**src/rtl/led_shift_driver.sv**
```systemverilog
// led_shift_driver: serialises a parallel word onto a 74HC595-style chain; `LED_SHIFT_AUTO_REFRESH_EN adds change-triggered refresh
module led_shift_driver #(
  parameter int DATA_W    = 16,
  parameter int CLK_DIV   = 4,
  parameter bit MSB_FIRST = 1'b1
) (
  input  logic              clk,
  input  logic              rst,
  input  logic              start,
  input  logic [DATA_W-1:0] data,
  output logic              busy,
  output logic              done,
  output logic              led_clk,
  output logic              led_pen,
  output logic              led_dat
);
  localparam int CW = $clog2(DATA_W + 1);
  localparam int DW = $clog2(CLK_DIV + 1);
  typedef enum logic [2:0] {IDLE, SHIFT_LO, SHIFT_HI, LATCH, DONE} state_t;
  state_t            state;
  logic [DATA_W-1:0] sr;
  logic [DATA_W-1:0] sr_next;
  logic [CW-1:0]     cnt;
  logic [DW-1:0]     div;
  logic              go;
  logic              tick;
  function automatic logic first_bit(input logic [DATA_W-1:0] w);
    return MSB_FIRST ? w[DATA_W-1] : w[0];
  endfunction
  assign tick    = div == DW'(CLK_DIV - 1);
  assign sr_next = MSB_FIRST ? sr << 1 : sr >> 1;
`ifdef LED_SHIFT_AUTO_REFRESH_EN
  logic [DATA_W-1:0] last_sent;
  logic [DATA_W-1:0] word;
  assign go = start || data != last_sent;
  // last_sent only advances on a completed latch, so an aborted word is resent after reset
  always_ff @(posedge clk or negedge rst)
    if (!rst) begin
      last_sent <= '0;
      word      <= '0;
    end else begin
      if (state == IDLE && go) word <= data;
      if (state == DONE) last_sent <= word;
    end
`else
  assign go = start;
`endif
  always_ff @(posedge clk or negedge rst)
    if (!rst) begin
      state   <= IDLE;
      sr      <= '0;
      cnt     <= '0;
      div     <= '0;
      busy    <= 1'b0;
      done    <= 1'b0;
      led_clk <= 1'b0;
      led_pen <= 1'b0;
      led_dat <= 1'b0;
    end else begin
      case (state)
        IDLE: if (go) begin
          sr      <= data;
          cnt     <= CW'(DATA_W);
          div     <= '0;
          busy    <= 1'b1;
          led_dat <= first_bit(data);
          state   <= SHIFT_LO;
        end
        SHIFT_LO: begin
          div <= tick ? '0 : div + 1'b1;
          if (tick) begin
            led_clk <= 1'b1;
            state   <= SHIFT_HI;
          end
        end
        SHIFT_HI: begin
          div <= tick ? '0 : div + 1'b1;
          if (tick) begin
            sr      <= sr_next;
            cnt     <= cnt - 1'b1;
            led_clk <= 1'b0;
            led_dat <= cnt == CW'(1) ? 1'b0 : first_bit(sr_next);
            led_pen <= cnt == CW'(1);
            state   <= cnt == CW'(1) ? LATCH : SHIFT_LO;
          end
        end
        LATCH: begin
          div <= tick ? '0 : div + 1'b1;
          if (tick) begin
            led_pen <= 1'b0;
            done    <= 1'b1;
            state   <= DONE;
          end
        end
        DONE: begin
          done  <= 1'b0;
          busy  <= 1'b0;
          state <= IDLE;
        end
        default: state <= IDLE;
      endcase
    end
endmodule

```
**config.mk**
```make
export PLATFORM = sky130hd
export DESIGN_NAME = led_shift_driver
export DESIGN_NICKNAME = d
export VERILOG_FILES = /design/src/rtl/led_shift_driver.sv
export SDC_FILE = /design/constraint.sdc
export NUM_CORES = 1
export LEC_CHECK = 0
export ABC_CLOCK_PERIOD_IN_PS = 3400
export BUFFER_PORTS_ARGS = -buffer_cell sky130_fd_sc_hd__buf_4
export CAP_MARGIN = 15
export CELL_PAD_IN_SITES_DETAIL_PLACEMENT = 0
export CELL_PAD_IN_SITES_GLOBAL_PLACEMENT = 1
export CORE_UTILIZATION = 48
export CTS_CLUSTER_SIZE = 16
export DETAILED_ROUTE_END_ITERATION = 10
export PLACE_DENSITY = 0.85
export SYNTH_ARGS = -nofsm -noshare
export SYNTH_HDL_FRONTEND = slang
export SYNTH_SLANG_ARGS = --single-unit
```
**constraint.sdc**
```tcl
create_clock -name clk -period 3.4 [get_ports clk]
set_clock_uncertainty 0.05 [all_clocks]
set_input_delay 0.17 -clock clk [delete_from_list [all_inputs] [get_ports clk]]
set_output_delay 0.17 -clock clk [all_outputs]
set_load 0.01 [all_outputs]
```
==> metrics.md <==
| Metric | Value |
|---|---|
| Crit path time final | `roughly 2.3 ns` |
| Total CTS buffers | `5` |
| GRT Overall Usage | `19.6%` |
| CP top delay family | `simple AND/OR/NAND/NOR gates` |
| Worst vdd ir | `between 400 and 500 uV` |
| Row count | `20` |
| Die ar. | `3530 sq um` |
| Vias per Instance | `between 5 and 6` |
| Tcrit/Tclk final | `roughly 69%` |
| Post-CTS Setup Bufs | `0` |
| Avg WL per Cell | `approximately 14 um` |
| CP Capture Type | `flip-flop` |
| Mapped Cells | `~140` |
| Crit path cell chain | `nor3b_2, mux2_2, mux2_1` |
| Remaining global-route overflow | `0` |
| Routability Congestion | `roughly 0.75` |
| Critical path fanouts, max | `16` |
| Initial Util | `between 50% and 60%` |
| Seq/Total Area, Yosys | `between 40% and 50%` |
| Antenna viol nets, final | `0` |
| Largest net degree at the start of global routing | `32` |
| Final number of setup-violating endpoints | `0` |
| Initial antenna violation count | `0` |
| Residual DRC count | `0` |
| TritonCTS Sinks | `31` |
| Layout cells sized above 1 | `between 30 and 40%` |
| IO Pins | `24` |
| Post-route setup TNS | `0 ns` |
| Status | `completed` |
| Flops & latches, synth | `31` |
| Slew headroom | `approximately a third` |
| DR vias | `1127` |
| Leak Pwr | `between 0.7 and 0.8 nW` |
| Final core occ | `between 60% and 70%` |
| HP Class | `in2reg` |
| Clk root buf | `clkbuf_4` |
| Final #Nets | `181` |
| WS Path Type | `reg2reg` |
| Unique masters post-synth | `36` |
| Worst-skew pair later-pin latency | `0.32 ns` |
| Post-synthesis cell area | `1580 sq um` |
| CP max stage cell | `nor3b_2` |
| Hold Vio Cnt, Final | `0` |
| Starting DRT DRC Count | `38` |
| CP peak stage delay | `0.87 ns` |
| Final slew viol count | `0` |
| TritonRoute pass-1 iters | `4` |
| CTS Buffer Depth | `2` |
| PD cells | `around 770 nW/um^2` |
| Max_cap viols | `0` |
| WP buf/inv | `0` |
| Finished Cell Area | `about 1800 sq um` |
| Avg Inst Size Synth | `roughly 12 sq um` |
| Worst endpoint data arrival time | `between 2 and 3 ns` |
| Placed cell area | `around 1800 sq um` |
| Crit start category | `flip-flop` |
| Synth Net Count | `158` |
| Total wire length | `between 2000 and 3000 um` |
| Clk pin slew, worst setup/hold paths | `0.09 ns` |
| Post-DP HPWL | `about 2000 um` |
| Max Freq | `426 MHz` |
| DIE WIDTH | `slightly below 60 um` |
| Global-route wire length before repair | `around 4900 um` |
| Number of global-route vias before repair | `around 1100` |
| Core area | `3080 sq um` |
| H-Tree Level Count | `2` |
| I/O Buffers | `23` |
| Required time worst endpoint | `between 3 and 4 ns` |
| Syn. warnings | `0` |
| CTS tree | `yes` |
| ANT cells | `0` |
| Unrepaired setup endpoints after global routing | `no` |
| Slew @ Worst Pin | `a little under 1 ns` |
| Chip Height | `59.4 um` |
| P&R area growth vs syn | `16.9%` |
## logic make-up after synthesis
| family | count (synthesis) | synth area share, % |
|---|---|---|
| flops | 31 | 49.1 |
| simple gates | 30 | 11.7 |
| mux | 29 | 20.3 |
| compound gates | 28 | 12.4 |
| buf+inv | 15 | 4.19 |
| fa+ha+maj | 3 | 2.37 |
## metrics by stage
stage / total power [mW] / hold slack, ns / worst slack, ns / instances
2_1_floorplan: 1.05 / -0.176 / 1.59 / 136
3_3_place_gp: 1.15 / 0.0717 / 1.15 / 195
3_5_place_dp: 1.19 / 0.0743 / 1.06 / 195
4_1_cts: 1.44 / 0.0203 / 1.05 / 204
5_1_grt: 1.54 / 0.0122 / 0.915 / 204
6_report: 1.42 / 0.0281 / 1.05 / 204
## layout by cell type (no fill, tap or decap), types with 2 or more instances in the layout
cell and count:
clkbuf_4 5, mux2_1 7, a31oi_1 3, mux2_2 17, nand3_1 4, o41ai_1 2, o21ai_0 8, nor2b_1 2
nand3b_1 2, inv_1 7, or2_2 2, nor2_1 5, o32ai_1 2, a211oi_1 2, buf_4 23, ha_1 3
nand2_1 2, or4b_1 2, clkbuf_8 2, a21oi_1 5, dfrtp_1 31, mux2i_1 5, nor3_1 3, nand2b_1 2
## report_power, final
group          leakage [nW]  internal, mW  switching (mW)
combinational         0.393         0.276           0.248
clock                0.0386         0.122           0.121
sequential            0.362         0.524           0.131
## cells in the mapped netlist, drive strengths merged
master | count | area [sq um]
inv | 7 | 26.3
o41ai | 2 | 17.5
o21a | 1 | 7.51
nor2b | 2 | 12.5
or4b | 2 | 20.0
o32ai | 2 | 17.5
clkbuf | 5 | 18.8
a31oi | 3 | 18.8
o311a | 1 | 10.0
or2 | 2 | 12.5
and4 | 1 | 8.76
nor3b | 1 | 12.5
nand3 | 4 | 20.0
nand4 | 1 | 6.26
o2bb2ai | 1 | 8.76
nand2b | 2 | 12.5
and3b | 1 | 8.76
mux2i | 5 | 50.1
a21oi | 5 | 25.0
a211oi | 2 | 15.0
o221a | 1 | 11.3
a22o | 1 | 8.76
nor2 | 5 | 18.8
dfrtp | 31 | 776
ha | 3 | 37.5
buf | 3 | 21.3
nand3b | 2 | 15.0
nor3 | 3 | 15.0
o21ai | 9 | 56.3
mux2 | 24 | 270
and3 | 1 | 6.26
nand2 | 2 | 7.51
nor4b | 1 | 8.76
## path summary, 6_finish.rpt
check                                           from                 end  slack, ns  depth (start not counted)
worst max-delay path            state[1]$_DFFE_PN0P_  sr[10]$_DFFE_PN0P_       1.05                          3
worst min-delay path                         data[0]   sr[0]$_DFFE_PN0P_       0.03                          2
worst max register to register  state[1]$_DFFE_PN0P_  sr[10]$_DFFE_PN0P_       1.05                          3
worst min register to register    cnt[4]$_DFFE_PN0P_  cnt[4]$_DFFE_PN0P_       0.43                          1
max in group asynchronous                        rst   sr[8]$_DFFE_PN0P_       2.76                          2
min in group asynchronous                        rst  cnt[3]$_DFFE_PN0P_       0.25                          2
## sequential cells by signal (all words and copies together), names as in the netlist
register	flops
led_pen	1
div	3
done	1
state	3
sr	15
led_dat	1
cnt	5
busy	1
led_clk	1
## final cells by class
cell class,count,area (sq um)
multi-input combinational,90,739
fill,281,1230
inverter,7,26.3
sequential,31,776
tap,44,55.1
timing repair buffer,24,183
clock buffer,8,68.8
## layer usage
layer	track usage [%]	vias to the layer above	wire (um)
li1	-	547	-
met1	23.8	553	1260
met2	31.3	22	1480
met3	7.21	5	110
met4	8.16	0	40
met5	0	-	0
## what timing repair did
action / CTS / global route
hold endpoints to repair: 31 / 0
hold buffers: 1 / 0
resized for setup: 0 / 0
No activity file was read; power rests on OpenSTA's default activity.
